### src/rtl/ex_mem_redirect_pkg.sv
// Shared definitions for the EX/MEM branch-resolution and fetch-redirect stage.
package ex_mem_redirect_pkg;

   localparam int DEFAULT_WIDTH = 32;

   // Branch immediates are word offsets, so they become byte offsets after this shift.
   localparam int BRANCH_SHIFT = 2;

   // Three bits hold a squash length of up to 7 cycles.
   localparam int CNT_W = 3;

   typedef enum logic [1:0] {
      IDLE     = 2'd0,
      REDIRECT = 2'd1,
      SQUASH   = 2'd2
   } redirect_state_t;

endpackage

### src/rtl/ex_mem_redirect_branch_target_calc.sv
// Branch target adder and operand equality compare. This block is purely
// combinational so that a later BNE/J unit can reuse it.
module branch_target_calc
   import ex_mem_redirect_pkg::*;
#(
   parameter int WIDTH = DEFAULT_WIDTH
) (
   input  logic [WIDTH-1:0] i_npc,
   input  logic [WIDTH-1:0] i_imm,
   input  logic [WIDTH-1:0] i_rs,
   input  logic [WIDTH-1:0] i_rt,
   output logic [WIDTH-1:0] o_target,
   output logic             o_zero
);

   logic [WIDTH-1:0] w_offset;

   // The top bits of the immediate are shifted out, and the add wraps modulo 2^WIDTH.
   always_comb begin
      w_offset = i_imm << BRANCH_SHIFT;
      o_target = i_npc + w_offset;
      o_zero   = (i_rs == i_rt);
   end

endmodule

### src/rtl/ex_mem_redirect.sv
// EX/MEM branch resolution. This stage latches the branch outcome and target,
// drives a one-cycle PC-select pulse to fetch, and then flushes the wrong-path
// instructions in IF/ID and ID/EX.
//
// state    | meaning
// ---------+--------------------------------------------------------------
// IDLE     | accepting instructions; a taken BEQ moves to REDIRECT
// REDIRECT | pcsrc and flush are high; the ID/EX occupant is wrong-path
// SQUASH   | flush and busy_squash are high; the counter runs down to 0
module ex_mem_redirect
   import ex_mem_redirect_pkg::*;
#(
   parameter int WIDTH        = DEFAULT_WIDTH,
   // Total number of flush cycles, counting REDIRECT. The legal range is 1 to 7.
   parameter int SQUASH_DEPTH = 2
) (
   input  logic             CLK,
   input  logic             RST_N,
   input  logic             in_valid,
   input  logic             in_branch,
   input  logic [WIDTH-1:0] in_npc,
   input  logic [WIDTH-1:0] in_imm,
   input  logic [WIDTH-1:0] in_rs,
   input  logic [WIDTH-1:0] in_rt,
   output logic             ex_mem_valid,
   output logic             ex_mem_zero,
   output logic             ex_mem_pcsrc,
   output logic [WIDTH-1:0] ex_mem_target,
   output logic             flush,
   output logic             busy_squash
);

   localparam logic [CNT_W-1:0] SQ_LOAD = CNT_W'(SQUASH_DEPTH - 1);
   localparam logic [CNT_W-1:0] CNT_ONE = CNT_W'(1);

   redirect_state_t  r_state;
   logic [CNT_W-1:0] r_cnt;
   logic             r_valid;
   logic             r_zero;
   logic [WIDTH-1:0] r_target;
   logic             r_pcsrc;
   logic             r_flush;
   logic             r_busy;

   logic [WIDTH-1:0] w_target;
   logic             w_zero;
   logic             w_accept;
   logic             w_taken;

   branch_target_calc #(
      .WIDTH (WIDTH)
   ) u_calc (
      .i_npc    (in_npc),
      .i_imm    (in_imm),
      .i_rs     (in_rs),
      .i_rt     (in_rt),
      .o_target (w_target),
      .o_zero   (w_zero)
   );

   // Only IDLE accepts instructions. Whatever sits in ID/EX during REDIRECT or
   // SQUASH is younger than the taken branch and is therefore wrong-path.
   always_comb begin
      w_accept = in_valid & ~r_busy & (r_state != REDIRECT);
      w_taken  = w_accept & in_branch & w_zero;
   end

   // The EX/MEM latch loads on every edge because there is no stall path.
   always_ff @(posedge CLK or negedge RST_N) begin
      if (!RST_N) begin
         r_valid  <= 1'b0;
         r_zero   <= 1'b0;
         r_target <= '0;
      end else begin
         r_valid  <= w_accept;
         r_zero   <= w_zero;
         r_target <= w_target;
      end
   end

   // Redirect/squash FSM. Its outputs are registered next to the state, so none of them glitch.
   always_ff @(posedge CLK or negedge RST_N) begin
      if (!RST_N) begin
         r_state <= IDLE;
         r_cnt   <= '0;
         r_pcsrc <= 1'b0;
         r_flush <= 1'b0;
         r_busy  <= 1'b0;
      end else begin
         case (r_state)
            IDLE: begin
               if (w_taken) begin
                  r_state <= REDIRECT;
                  r_cnt   <= SQ_LOAD;
                  r_pcsrc <= 1'b1;
                  r_flush <= 1'b1;
                  r_busy  <= 1'b0;
               end
            end
            REDIRECT: begin
               r_pcsrc <= 1'b0;
               if (SQUASH_DEPTH > 1) begin
                  r_state <= SQUASH;
                  r_cnt   <= r_cnt - CNT_ONE;
                  r_flush <= 1'b1;
                  r_busy  <= 1'b1;
               end else begin
                  r_state <= IDLE;
                  r_cnt   <= '0;
                  r_flush <= 1'b0;
                  r_busy  <= 1'b0;
               end
            end
            SQUASH: begin
               if (r_cnt == '0) begin
                  r_state <= IDLE;
                  r_flush <= 1'b0;
                  r_busy  <= 1'b0;
               end else begin
                  r_cnt <= r_cnt - CNT_ONE;
               end
            end
            default: begin
               r_state <= IDLE;
               r_cnt   <= '0;
               r_pcsrc <= 1'b0;
               r_flush <= 1'b0;
               r_busy  <= 1'b0;
            end
         endcase
      end
   end

   assign ex_mem_valid  = r_valid;
   assign ex_mem_zero   = r_zero;
   assign ex_mem_target = r_target;
   assign ex_mem_pcsrc  = r_pcsrc;
   assign flush         = r_flush;
   assign busy_squash   = r_busy;

endmodule

### config.mk
export PLATFORM = sky130hd
export DESIGN_NAME = ex_mem_redirect
export DESIGN_NICKNAME = d
export VERILOG_FILES = /design/src/rtl/ex_mem_redirect_pkg.sv /design/src/rtl/ex_mem_redirect_branch_target_calc.sv /design/src/rtl/ex_mem_redirect.sv
export SDC_FILE = /design/constraint.sdc
export NUM_CORES = 1
export LEC_CHECK = 0
export ABC_CLOCK_PERIOD_IN_PS = 1800
export BUFFER_PORTS_ARGS = -buffer_cell sky130_fd_sc_hd__buf_4
export CAP_MARGIN = 5
export CORE_UTILIZATION = 47
export CTS_CLUSTER_DIAMETER = 60
export DETAILED_ROUTE_END_ITERATION = 7
export PLACE_DENSITY = 0.81
export SLEW_MARGIN = 15
export SYNTH_ARGS = -nofsm -noshare
export SYNTH_HDL_FRONTEND = slang
export SYNTH_SLANG_ARGS = --single-unit
export TNS_END_PERCENT = 5
### constraint.sdc
create_clock -name CLK -period 1.8 [get_ports CLK]
set_input_delay 0.09 -clock CLK [delete_from_list [all_inputs] [get_ports CLK]]
set_output_delay 0.09 -clock CLK [all_outputs]
set_load 0.02 [all_outputs]
==> impl_results.md <==
* Top post-synthesis cells by area: dfrtp_1 29%, ha_1 13%, xnor2_1 12%
* Critical Path RT at 2000 ps
* Synth area leader: dfrtp_1
* Post-detail-place hpwl at 9.672 mm
* Most used cell along the critical path: buf_4
* Areal power density over the cells at 613.9 nW/µm²
* Area Overhead vs Synth at 63.26%
* Worst Setup Start Kind: primary input
* Synthesized-area fraction occupied by adder cells at 0.1312
* Total power at 3.499 mW
* Critical-path maximum fanout at 4
* Setup Skew at 7.826 ps
* Peak supply drop at 0.0005098 V
* Avg Vias per Cell at 5.529
* Port bufs at 166
* CTS buffer count at 5
* Mapped Nets at 567
* Worst path cell trace: buf_4 -> ha_1 -> a21oi_1 -> buf_4 -> o211ai_1 -> a2111oi_2 -> nor2_1 -> or3_1 -> and4_1
* FP Rows at 31
* Top FF cell, synth: dfrtp_1
* Multi-input gate area at 2439 µm²
* Final Max Slew Viols at 0
* Vias in the first global route at 4133
* Hold Slack at 90.27 ps
* Failing checks: setup timing
* Share of cells above drive strength 1 at 0.4361
* Clock Path Buffers at 2
* Clock share of power at 0.182
* Largest net degree at the start of global routing at 42
* Status: finished with violations
* Largest family of logic cells by synthesized area: compound AO/OA/AOI/OAI gates
* CTS tree: built
* Crit Reg-Reg Startpoint: r_state[1]$_DFFE_PN0P_
* Seq pwr share at 0.318
* Initial Util at 0.4839
* Reg-to-Reg End: r_cnt[2]$_DFFE_PN0P_
* Grt ovf at 0
* Non-Filler Instances at 748
* Clock sinks at 41
* RSZ-0062 raised after global routing: true
* Top cell type's share of synthesized area at 0.2939
* Syn Std Cell Area at 3491 µm²
* Die width at 88.18 µm
* Crit path kind: in2reg
* Post-Syn Instances at 399
* Post-route ant nets at 0
* P_leak at 2.779 nW
* CP arrival at 2080 ps
* Setup TNS at -155.7 ps
* Drt total wl at 12.33 mm
* PnR worst setup slack at -85.39 ps
* Placed Cells at 735
* Critical Path End Type: register
* Hold Crit Class: in2reg
* Worst slack, placed at -378.8 ps
* WL per Instance at 16.49 µm
* Crit path to: ex_mem_target[31]$_DFF_PN0_
* Maxcap violations at 0
* Mean post-synth cell area at 8.749 µm²
* FF+latch count, synth at 41
* Net Sw Frac at 0.3656
* Post-synthesis simple-gate area fraction at 0.1695
* Nets at 816
* Fin crit share at 1.047
* Synth Area in Compound Gates at 0.2254
* Mux contribution to synthesized area at 0.01147
* DR iter-0 viols at 206
* Setup violations, final at 3
* Detailed Routing Iterations Pass 1 at 4
* Fmax at 0.5304 GHz
* Initial antenna violation count at 0
* Post-synth EDFFs at 0
* I/O pins at 169
* Sequential-to-total area share from yosys stat at 0.2939
* H-Tree Depth at 2
* Fill cell count at 529
* Synth unique cells at 60
* Synth Area in XOR/XNOR at 0.1305
* Reg area at 1026 µm²
* Total number of vias at 4136
* Commonest non-fill, non-tap cell in the layout: buf_4
* Global-route wire length before repair at 18.21 mm
* Final hold viol count at 0
* Slowest stage cell, crit path: a2111oi_2
* Sw power at 1.279 mW
* DRC Markers at 0
* Minimum clock period at 1885 ps
* Core ar. at 7214 µm²
* FF-to-FF path depth at 7
* Clock Pin Slew Worst Setup and Hold Paths at 90 ps
* Die Ht at 88.18 µm
* Worst-Skew Late Latency at 300 ps
* Yosys warnings at 0
* P_int at 2.219 mW
* R2R Setup Slk at 120 ps
* Asr flop ratio synth at 1.000
* GPL Wtd Cong at 0.9384
* Slew @ Worst Pin at 554.9 ps
* Slew HR at 0.6301
* CP startpoint: in_npc[22]
* Commonest non-fill, non-tap cells in the layout: 250 x buf_4, 46 x xnor2_1, 41 x dfrtp_1, 34 x a21oi_1, 33 x ha_1
* Largest stage delay on the critical path at 430 ps
* Total track usage at 0.3063
* Die ar. at 7776 µm²
* CTS root buf: clkbuf_8
* Number of diodes at 0
* Comb power frac at 0.500
[final cells by class]
class / instances / share of cell area
clock inverters: 3 / 0.003952
multi-input cells: 323 / 0.4279
well taps: 99 / 0.02173
clock buffers: 5 / 0.01207
flip-flops and latches: 41 / 0.1800
inverters: 21 / 0.01383
repair buffers: 256 / 0.3405
[logic make-up (layout without fill, tap and decap cells)]
kind of cell	count (synthesis)	after routing
AND/OR/NAND/NOR	114	114
AO/OA/AOI/OAI	117	117
XOR/XNOR	52	52
multiplexers	4	4
adder cells (fa/ha/maj)	36	36
buffers and inverters	35	285
flip-flops	41	41
[per-layer routing]
| layer | wire length [µm] | global-route usage | vias to the layer above |
|---|---|---|---|
| li1 | - | - | 1968 |
| met1 | 4541 | 0.3118 | 1971 |
| met2 | 6569 | 0.5818 | 169 |
| met3 | 883 | 0.07257 | 28 |
| met4 | 338 | 0.1481 | 0 |
| met5 | 0 | 0 | - |
[power by group through the flow]
stage / combinational (mW) / clock (mW) / sequential (mW)
after floorplan: 0.638 / 0 / 1.31
after global placement: 1.65 / 0 / 1.13
after detailed placement: 1.69 / 0 / 1.13
after CTS: 1.71 / 0.649 / 1.11
after global routing: 1.88 / 0.679 / 1.13
final: 1.75 / 0.637 / 1.11
[critical path: cells and delay by family]
kind / cells / cell delay, ps
fa+ha+maj: 1 / 330
simple gates: 3 / 670
buf+inv: 2 / 250
compound gates: 3 / 730
[through the flow]
stage	util	cell area, µm²
after floorplan	-	3538
after global placement	0.7610	5490
after detailed placement	0.7610	5490
after CTS	0.7784	5615
after global routing	0.7900	5699
final	0.7900	5699
[worst min-delay path by stage]
stage,start,cells past startpoint,endpoint,slack [ps]
6_report,in_imm[0],2,ex_mem_target[2]$_DFF_PN0_,90
2_1_floorplan,RST_N,0,ex_mem_pcsrc$_DFFE_PN0P_,-210
3_5_place_dp,RST_N,1,ex_mem_target[25]$_DFF_PN0_,120
3_3_place_gp,RST_N,1,ex_mem_target[25]$_DFF_PN0_,120
5_1_grt,in_imm[0],2,ex_mem_target[2]$_DFF_PN0_,70
4_1_cts,in_imm[0],2,ex_mem_target[2]$_DFF_PN0_,30
[synthesized netlist by cell type (2+ instances only)]
library cell	instances
a211o_1	2
a211oi_1	6
a21o_1	6
a21oi_1	37
a22oi_1	2
a31oi_1	5
and2_1	3
and3_1	4
and4_1	3
clkbuf_1	13
dfrtp_1	41
ha_1	35
inv_1	21
mux2i_1	4
nand2_1	26
nand2b_1	4
nand3_1	8
nand4_1	10
nor2_1	25
nor2b_1	2
nor3_1	10
nor3b_1	3
nor4_1	6
o2111ai_1	3
o211a_1	2
o211ai_1	8
o21a_1	2
o21ai_0	19
o21bai_1	2
o22a_1	2
o22ai_1	3
o31ai_1	2
or3_1	2
or4b_1	2
xnor2_1	46
xor2_1	6
[state kept, by name, indices dropped and copies added (netlist names)]
name and flops:
ex_mem_target 32, r_cnt 3, ex_mem_zero 1, ex_mem_pcsrc 1
flush 1, r_state 2, ex_mem_valid 1
[timing repair]
action	in CTS	in global routing
endpoints found under the hold margin	43	0
resized for setup	2	15
endpoints found under the setup margin	6	14
pin swaps	0	5
hold buffers	3	0
buffers inserted	0	2
Note: power is estimated with default switching activity, not from simulation.
